<file path="src/rtl/cuadratura_pkg.sv">
// Shared definitions for the quadrature decoder: Gray positions, step kinds
// and the {previous, next} -> step mapping.
package cuadratura_pkg;

    localparam logic [1:0] POS_00 = 2'b00;
    localparam logic [1:0] POS_01 = 2'b01;
    localparam logic [1:0] POS_11 = 2'b11;
    localparam logic [1:0] POS_10 = 2'b10;

    localparam int FILTRO_N_DEF = 4;
    localparam int ANCHO_F_DEF  = 8;

    typedef enum logic [1:0] {
        PASO_NINGUNO,
        PASO_UP,
        PASO_DOWN,
        PASO_ERROR
    } paso_t;

    // Next position in the forward direction: 00 -> 01 -> 11 -> 10 -> 00.
    function automatic logic [1:0] siguiente_pos(input logic [1:0] pos);
        logic [1:0] sig;
        case (pos)
            POS_00:  sig = POS_01;
            POS_01:  sig = POS_11;
            POS_11:  sig = POS_10;
            default: sig = POS_00;
        endcase
        return sig;
    endfunction

    function automatic paso_t decodificar_paso(input logic [1:0] previo,
                                               input logic [1:0] nuevo);
        paso_t paso;
        if (nuevo == previo)
            paso = PASO_NINGUNO;
        else if (nuevo == siguiente_pos(previo))
            paso = PASO_UP;
        else if (previo == siguiente_pos(nuevo))
            paso = PASO_DOWN;
        else
            paso = PASO_ERROR;
        return paso;
    endfunction

endpackage

</file>
<file path="src/rtl/decodificador_cuadratura_if.sv">
// Encoder-side bundle: raw A/B channels in, step strobes and filtered state out.
interface decodificador_cuadratura_if;

    logic       a;
    logic       b;
    logic       up;
    logic       down;
    logic       error;
    logic [1:0] estado;
    logic       valido;

    modport master (
        output a, b,
        input  up, down, error, estado, valido
    );

    modport slave (
        input  a, b,
        output up, down, error, estado, valido
    );

endinterface

</file>
<file path="src/rtl/sincronizador_filtro.sv">
// Two-flop synchronizer per bit followed by a stability filter that accepts a
// new value only after it has been seen unchanged for FILTRO_N cycles.
module sincronizador_filtro
    import cuadratura_pkg::*;
#(
    parameter int ANCHO    = 2,
    parameter int FILTRO_N = FILTRO_N_DEF,
    parameter int ANCHO_F  = ANCHO_F_DEF
) (
    input  logic             clk,
    input  logic             reset,
    input  logic [ANCHO-1:0] din,
    input  logic             cebado,
    output logic [ANCHO-1:0] valor,
    output logic [ANCHO-1:0] candidato,
    output logic             nuevo
);

    localparam logic [ANCHO_F-1:0] UNO    = ANCHO_F'(1);
    localparam logic [ANCHO_F-1:0] LIMITE = ANCHO_F'(FILTRO_N);

    logic [ANCHO-1:0]   sinc;
    logic [ANCHO-1:0]   previo_reg;
    logic [ANCHO-1:0]   valor_reg;
    logic [ANCHO_F-1:0] cuenta_reg;
    logic [ANCHO_F-1:0] cuenta_next;
    logic               cargar;

    for (genvar gi = 0; gi < ANCHO; gi++) begin : g_sinc
        logic etapa1_reg;
        logic etapa2_reg;

        always_ff @(posedge clk or negedge reset) begin
            if (!reset) begin
                etapa1_reg <= 1'b0;
                etapa2_reg <= 1'b0;
            end else begin
                etapa1_reg <= din[gi];
                etapa2_reg <= etapa1_reg;
            end
        end

        assign sinc[gi] = etapa2_reg;
    end

    // The cycle in which a new value first appears counts as its first stable
    // cycle, so a clean change is accepted exactly FILTRO_N cycles after it
    // reaches the synchronizer output. Before priming, a value equal to the
    // current state is also counted so the resting position gets loaded.
    always_comb begin
        cuenta_next = cuenta_reg;
        cargar      = 1'b0;
        if (cebado && (sinc == valor_reg)) begin
            cuenta_next = '0;
        end else begin
            if (sinc != previo_reg)
                cuenta_next = UNO;
            else
                cuenta_next = cuenta_reg + UNO;
            if (cuenta_next == LIMITE) begin
                cargar      = 1'b1;
                cuenta_next = '0;
            end
        end
    end

    always_ff @(posedge clk or negedge reset) begin
        if (!reset) begin
            previo_reg <= '0;
            valor_reg  <= '0;
            cuenta_reg <= '0;
        end else begin
            previo_reg <= sinc;
            cuenta_reg <= cuenta_next;
            if (cargar)
                valor_reg <= sinc;
        end
    end

    assign valor     = valor_reg;
    assign candidato = sinc;
    assign nuevo     = cargar;

endmodule

</file>
<file path="src/rtl/decodificador_cuadratura.sv">
// Quadrature decoder: filters raw A/B, primes on the first stable value after
// reset, then emits one registered up/down/error strobe per accepted step.
module decodificador_cuadratura
    import cuadratura_pkg::*;
#(
    parameter int FILTRO_N = FILTRO_N_DEF,
    parameter int ANCHO_F  = ANCHO_F_DEF
) (
    input  logic                        clk,
    input  logic                        reset,
    decodificador_cuadratura_if.slave   bus
);

    logic [1:0] valor;
    logic [1:0] candidato;
    logic       nuevo;
    paso_t      paso;

    logic up_reg, up_next;
    logic down_reg, down_next;
    logic error_reg, error_next;
    logic valido_reg, valido_next;

    sincronizador_filtro #(
        .ANCHO    (2),
        .FILTRO_N (FILTRO_N),
        .ANCHO_F  (ANCHO_F)
    ) u_filtro (
        .clk       (clk),
        .reset     (reset),
        .din       ({bus.a, bus.b}),
        .cebado    (valido_reg),
        .valor     (valor),
        .candidato (candidato),
        .nuevo     (nuevo)
    );

    // Decoded against the value about to be replaced, so the strobe lands on
    // the same edge that updates estado.
    assign paso = decodificar_paso(valor, candidato);

    always_comb begin
        up_next     = 1'b0;
        down_next   = 1'b0;
        error_next  = 1'b0;
        valido_next = valido_reg | nuevo;
        if (nuevo && valido_reg) begin
            case (paso)
                PASO_UP:    up_next    = 1'b1;
                PASO_DOWN:  down_next  = 1'b1;
                PASO_ERROR: error_next = 1'b1;
                default:    ;
            endcase
        end
    end

    always_ff @(posedge clk or negedge reset) begin
        if (!reset) begin
            up_reg     <= 1'b0;
            down_reg   <= 1'b0;
            error_reg  <= 1'b0;
            valido_reg <= 1'b0;
        end else begin
            up_reg     <= up_next;
            down_reg   <= down_next;
            error_reg  <= error_next;
            valido_reg <= valido_next;
        end
    end

    assign bus.up     = up_reg;
    assign bus.down   = down_reg;
    assign bus.error  = error_reg;
    assign bus.estado = valor;
    assign bus.valido = valido_reg;

endmodule

</file>
<file path="src/flat_wrapper.sv">
// flat-port wrapper written by rule: the top's interface ports become plain ports
module decodificador_cuadratura_flat import cuadratura_pkg::*;
#(
    parameter int FILTRO_N = FILTRO_N_DEF,
    parameter int ANCHO_F  = ANCHO_F_DEF
)
  (clk, reset, bus_a, bus_b, bus_up, bus_down, bus_error, bus_estado, bus_valido);
  decodificador_cuadratura_if bus_i ();
  input  logic clk;
  input  logic reset;
  input wire logic [$bits(bus_i.a)-1:0] bus_a;
  input wire logic [$bits(bus_i.b)-1:0] bus_b;
  output wire logic [$bits(bus_i.up)-1:0] bus_up;
  output wire logic [$bits(bus_i.down)-1:0] bus_down;
  output wire logic [$bits(bus_i.error)-1:0] bus_error;
  output wire logic [$bits(bus_i.estado)-1:0] bus_estado;
  output wire logic [$bits(bus_i.valido)-1:0] bus_valido;
  assign bus_i.a = bus_a;
  assign bus_i.b = bus_b;
  assign bus_up = bus_i.up;
  assign bus_down = bus_i.down;
  assign bus_error = bus_i.error;
  assign bus_estado = bus_i.estado;
  assign bus_valido = bus_i.valido;
  decodificador_cuadratura #(.FILTRO_N(FILTRO_N), .ANCHO_F(ANCHO_F)) u_core (.clk(clk), .reset(reset), .bus(bus_i));
endmodule
</file>
<file path="config.mk">
export PLATFORM = sky130hd
export DESIGN_NAME = decodificador_cuadratura_flat
export DESIGN_NICKNAME = d
export VERILOG_FILES = /design/src/rtl/cuadratura_pkg.sv /design/src/rtl/decodificador_cuadratura_if.sv /design/src/rtl/sincronizador_filtro.sv /design/src/rtl/decodificador_cuadratura.sv /design/src/flat_wrapper.sv
export SDC_FILE = /design/constraint.sdc
export NUM_CORES = 1
export LEC_CHECK = 0
export ABC_AREA = 0
export CORE_ASPECT_RATIO = 0.6
export CORE_MARGIN = 10
export CORE_UTILIZATION = 40
export DETAILED_ROUTE_END_ITERATION = 16
export SYNTH_ARGS = -nofsm -noshare
export SYNTH_HDL_FRONTEND = slang
export SYNTH_HIERARCHICAL = 1
export SYNTH_SLANG_ARGS = --single-unit
export TNS_END_PERCENT = 20
</file>
<file path="constraint.sdc">
create_clock -name clk -period 2.24 [get_ports clk]
set_input_delay 0.56 -clock clk [delete_from_list [all_inputs] [get_ports clk]]
set_output_delay 0.56 -clock clk [all_outputs]
set_load 0.02 [all_outputs]
</file>
Word level (Yosys, flattened, before mapping):

Index checks and enable logic that the tools add are counted.
W data, S select, Z words.

* flip-flop bits (word level): 20
* input bits: 4

* add/sub/neg operators: 1
* equal/unequal tests: 12
* multiplexer cells: 20
* bitwise operators: 1
* reductions and logical operators: 4

Operators by type and width (count)
* $mux W8: 4
* $pmux W2 S3: 2
* $mux W2: 5
* $mux W1: 9
* $add A8 B1 Y8 const B: 1
* $eq A2 B2 Y1 const B: 4
* $eq A8 B3 Y1 const B: 1
* $eq A2 B1 Y1 const B: 3
* $eq A2 B2 Y1: 3
* $logic_not A2 Y1: 2
* $logic_and A1 B1 Y1: 2
* $ne A2 B2 Y1: 1
* $or A1 B1 Y1: 1

Logic depth before layout (Yosys ltp):

Gate-level depths: netlist of run 1.

* depth after elaboration: 13
* mapped depth: 8
* mapped depth without buffers: 8

Modules after synthesis:

Netlist of run 1, hierarchy kept.

Modules (own cells, without submodules)
* sincronizador_filtro: instances 1, cells an instance 60, area an instance 750.7 um2, seq. area each 400.4 um2
* decodificador_cuadratura: instances 1, cells an instance 13, area an instance 163.9 um2, seq. area each 100.1 um2

Least setup slack after synthesis of run 1:

OpenSTA, ideal clock, no wires.

* kind: reg2reg
* start point: register u_core.u_filtro.cuenta_reg[0]
* end point: register u_core.up_reg (netlist: u_core/bus.up)
* library setup time: 67 ps
* data arrival time: 1934 ps
* required time: 2173 ps
* setup slack: 239 ps
* cell stages (with the launch flop): 8
* buffers on the path: 0
* cell sequence: dfrtp_1 -> nand3_2 -> or3_4 -> xnor2_2 -> a2111oi_4 -> nor2b_1 -> nand2_1 -> and3b_1

* longest elaborated chain between the ends: 8

Ends and longest elaborated chain
* start, declared: line sincronizador_filtro.sv:25 `logic [ANCHO_F-1:0] cuenta_reg;`
* start signal, assigned: line sincronizador_filtro.sv:74 `cuenta_reg <= cuenta_next;`
* $add A8 B1 Y8: line sincronizador_filtro.sv:59 `cuenta_next = cuenta_reg + UNO;`
* $mux W8: line sincronizador_filtro.sv:56 `if (sinc != previo_reg)`
* $mux W8: line sincronizador_filtro.sv:53 `if (cebado && (sinc == valor_reg)) begin`
* $eq A8 B3 Y1: line sincronizador_filtro.sv:60 `if (cuenta_next == LIMITE) begin`
* $mux W1: line sincronizador_filtro.sv:60
* $mux W1: line sincronizador_filtro.sv:53
* via u_core.nuevo: line decodificador_cuadratura.sv:16 `logic nuevo;`
* $logic_and A1 B1 Y1: line decodificador_cuadratura.sv:47 `if (nuevo && valido_reg) begin`
* $mux W1: line decodificador_cuadratura.sv:47
* via u_core.up_next: line decodificador_cuadratura.sv:19 `logic up_reg, up_next;`
* end signal, assigned: line decodificador_cuadratura.sv:64 `up_reg <= up_next;`
* end, declared: line decodificador_cuadratura.sv:19

The timed path passes the listed nets, and every way through them passes these cells. The select of a mux whose other input is x is not followed.
A chain may end at the register's enable or synchronous reset.

Worst setup path after layout of run 1:

* start point: register u_core.u_filtro.cuenta_reg[0]
* end point: register u_core.u_filtro.valor_reg[1] (netlist: u_core/u_filtro/valor[1])

* longest elaborated chain between the ends: 6

Ends and longest elaborated chain
* $add A8 B1 Y8: line sincronizador_filtro.sv:59
* $mux W8: line sincronizador_filtro.sv:56
* $mux W8: line sincronizador_filtro.sv:53
* $eq A8 B3 Y1: line sincronizador_filtro.sv:60
* $mux W1: line sincronizador_filtro.sv:60
* $mux W1: line sincronizador_filtro.sv:53
* end signal, assigned: line sincronizador_filtro.sv:76 `valor_reg <= sinc;`
* end, declared: line sincronizador_filtro.sv:24 `logic [ANCHO-1:0] valor_reg;`

Every way passes these cells. The select of a mux whose other input is x is not followed.

==> results.ini, run 1 <==
[setup_path]
path_class = reg -> reg
end_kind = flop
worstPathCellList = ha_1, xnor2_1, nor2_1, nand4_2, a2111oi_4, buf_4, mux2_1
path_buf_inv = 1
crit_family = flip-flops
cp_data_arrival_time_ps = 2260
cp_max_fo = 4
worstPathRequired_ps = 2380
start_kind = flop
slowest_delay_ps = 430
crit_slowest_cell = dfrtp_1

[clock_tree]
cts_hold_buf = 0
clock_latency_ps = 260
tritoncts = done
clockRootBuffer = clkbuf_8
cts_sinks = 20
cts_max_level = 1
cts.path.max_buffers = 2
clkTransAtPathRegs_ps = 70
numCtsBuffers = 3

[grt]
grt_pass1_wl_mm = 2.739
grt.met3_usage_pct = 4.219
top_usage_layer = met2
met2_usage_pct = 10.47
met1_usage_pct = 10.18
grt_remaining_overflow = 0
grt_max_degree = 21
grt_usage_pct = 7.702
grt_pass1_vias = 572
antenna_found_initial = 0

[finish]
largest_reg_flops = 8
multi_input_area_um2 = 397.9
layout.nets = 95
drive_above_1_share_pct = 20.22
n_antenna_cell = 0
areaGrowthSynthToFinish_pct = 24.49
register_area_um2 = 500.5
n_fill_cell = 194
layout.cells.non_filler = 119

[routing]
drtPass1Iterations = 4
via_count = 544
ant_nets = 0
wire_per_inst_um = 13.30
drc = 0
viasPerCell = 4.571
drt-total-wl_mm = 1.583
first_iter_violations = 23

[sta]
setup-tns-final_ps = 0
relSlewSlack_pct = 78.28
fmax_mhz = 472.6
finalSetupViolCount = 0
skew_ps = 3.407
fin_crit_ps = 2116
fin_crit_sh_pct = 94.46
tightest_slew_ps = 323.5
finalHoldViolCount = 0
slew_violations = 0

[synth]
syn_nets = 78
yosysTopAreaCellShare_pct = 54.72
async_reset_ff_share_pct = 100.0
synth-seq-area-share_pct = 54.72
synth_seq_cells = 20
synth_area_leaders = dfrtp_1 (55%), xnor2_1 (7.7%), xor2_1 (5.7%)
postSynthCellCount = 73
synth_area_um2 = 914.6
ys.warnings.count = 6
ys_types = 26
yosys.area.top_type = dfrtp_1
dominantRegCellSynth = dfrtp_1
synth.avg_cell_area_um2 = 12.53
synth-edff-count = 0

[die]
ioPinCount = 10
core_area_mm2 = 0.002163
row_count = 13
die_h_um = 57.04
die_area_mm2 = 0.004662
die_w_um = 81.73
start_util_pct = 42.28

[pwr]
p_per_area_mw_per_mm2 = 953.0
ir_drop_mv = 0.4543
power_leakage_uw = 0.0004835

[placed_design]
numPortBuffers = 9
dp_hpwl_mm = 1.248
place.gp.congestion = 0.9149
placed_cells = 114

[min_path]
min_path_type = reg -> reg

[status]
status = finished, final reports clean

[run]
drv_cap = 0

==> cell usage after synthesis (2+ instances only) <==
master / n
dfrtp_1: 20
nor2_1: 8
xnor2_1: 8
xor2_1: 6
nand2_1: 5
nor3_1: 3
buf_4: 2
mux2_1: 2
nor2b_1: 2
==> metal layers <==
layer | up-vias | part of all wire, %
met3 | 2 | 9.5
met5 | - | 0
met1 | 252 | 49
met4 | 0 | 0.51
li1 | 271 | -
met2 | 19 | 41
==> cell type report <==
type,instances,area share [%]
sequential,20,43.96
multi-input combinational,50,34.95
timing repair buffer,14,11.21
clock buffer,3,3.626
tap,30,3.297
clock inverter,1,2.637
inverter,1,0.3297
==> placed cells by master (no fill, tap or decap), drive strengths merged <==
master,n
clkdlybuf4s50,9
nor2b,2
nand2b,1
and4,1
xnor2,9
a2111oi,1
and3b,1
a211oi,1
nand2,5
nand3,2
ha,1
nor3,3
a21oi,1
buf,5
nand4,1
inv,1
and3,1
mux2,2
dfrtp,20
clkbuf,3
xor2,6
or3,1
nor2,9
or2,1
a21boi,1
bufinv,1
==> power by group <==
group	internal [µW]	switching, µW	leakage (µW)
Combinational	135	131	0.000190
Sequential	407	56.9	0.000258
Clock	238	116	0.0000357
Total	781	304	0.000483
==> worst paths after layout <==
path	endpoint	slack, ps	from	depth (start not counted)
max in group asynchronous	u_core/bus.down$_DFF_PN0_	1400	reset	2
min in group asynchronous	u_core/u_filtro/g_sinc[0].etapa1_reg$_DFF_PN0_	630	reset	2
hold reg to reg	u_core/u_filtro/g_sinc[1].etapa2_reg$_DFF_PN0_	360	u_core/u_filtro/g_sinc[1].etapa1_reg$_DFF_PN0_	0
hold / removal	u_core/u_filtro/g_sinc[1].etapa2_reg$_DFF_PN0_	360	u_core/u_filtro/g_sinc[1].etapa1_reg$_DFF_PN0_	0
setup / recovery	u_core/u_filtro/valor[1]$_DFFE_PN0P_	120	u_core/u_filtro/cuenta_reg[0]$_DFF_PN0_	7
setup reg to reg	u_core/u_filtro/valor[1]$_DFFE_PN0P_	120	u_core/u_filtro/cuenta_reg[0]$_DFF_PN0_	7
==> metrics by stage <==
step                      hold slack [ps]  worst slack (ps)  util, %  total power (µW)  area, µm²
after global routing                371.9            -9.319    52.63              1152       1139
after detailed placement            344.2             69.97    48.87             741.2       1057
final                               358.8             124.1    52.63              1085       1139
after floorplan                     264.4             239.1        -             629.3      914.6
after CTS                           362.7             35.74    52.17              1101       1129
after global placement              333.1             154.1    48.87             739.4       1057
==> repair_timing <==
action,in CTS,in global routing
gates resized for setup,0,1
endpoints found under the setup margin,0,3
buffers inserted,0,1
==> logic make-up (layout without fill, tap and decap cells) <==
logic type                 after synthesis  count (layout)  share of synthesized area [%]
xor gates and xnor gates                15              15                          15.19
buffers and inverters                    3              19                          2.051
DFF                                     20              20                          54.72
and+or+nand+nor                         28              28                          17.78
muxes                                    2               2                          2.462
AOI/OAI and AO/OA                        4               4                          6.430
adders and majority gates                1               1                          1.368
(Power assumes the default switching activity.)
==> inputs of run 2 (changes only) <==
Settings changed: ABC_CLOCK_PERIOD_IN_PS set to 2240.
==> results of run 2 <==
Final layout, timing and power as in run 1 (identical DEF).
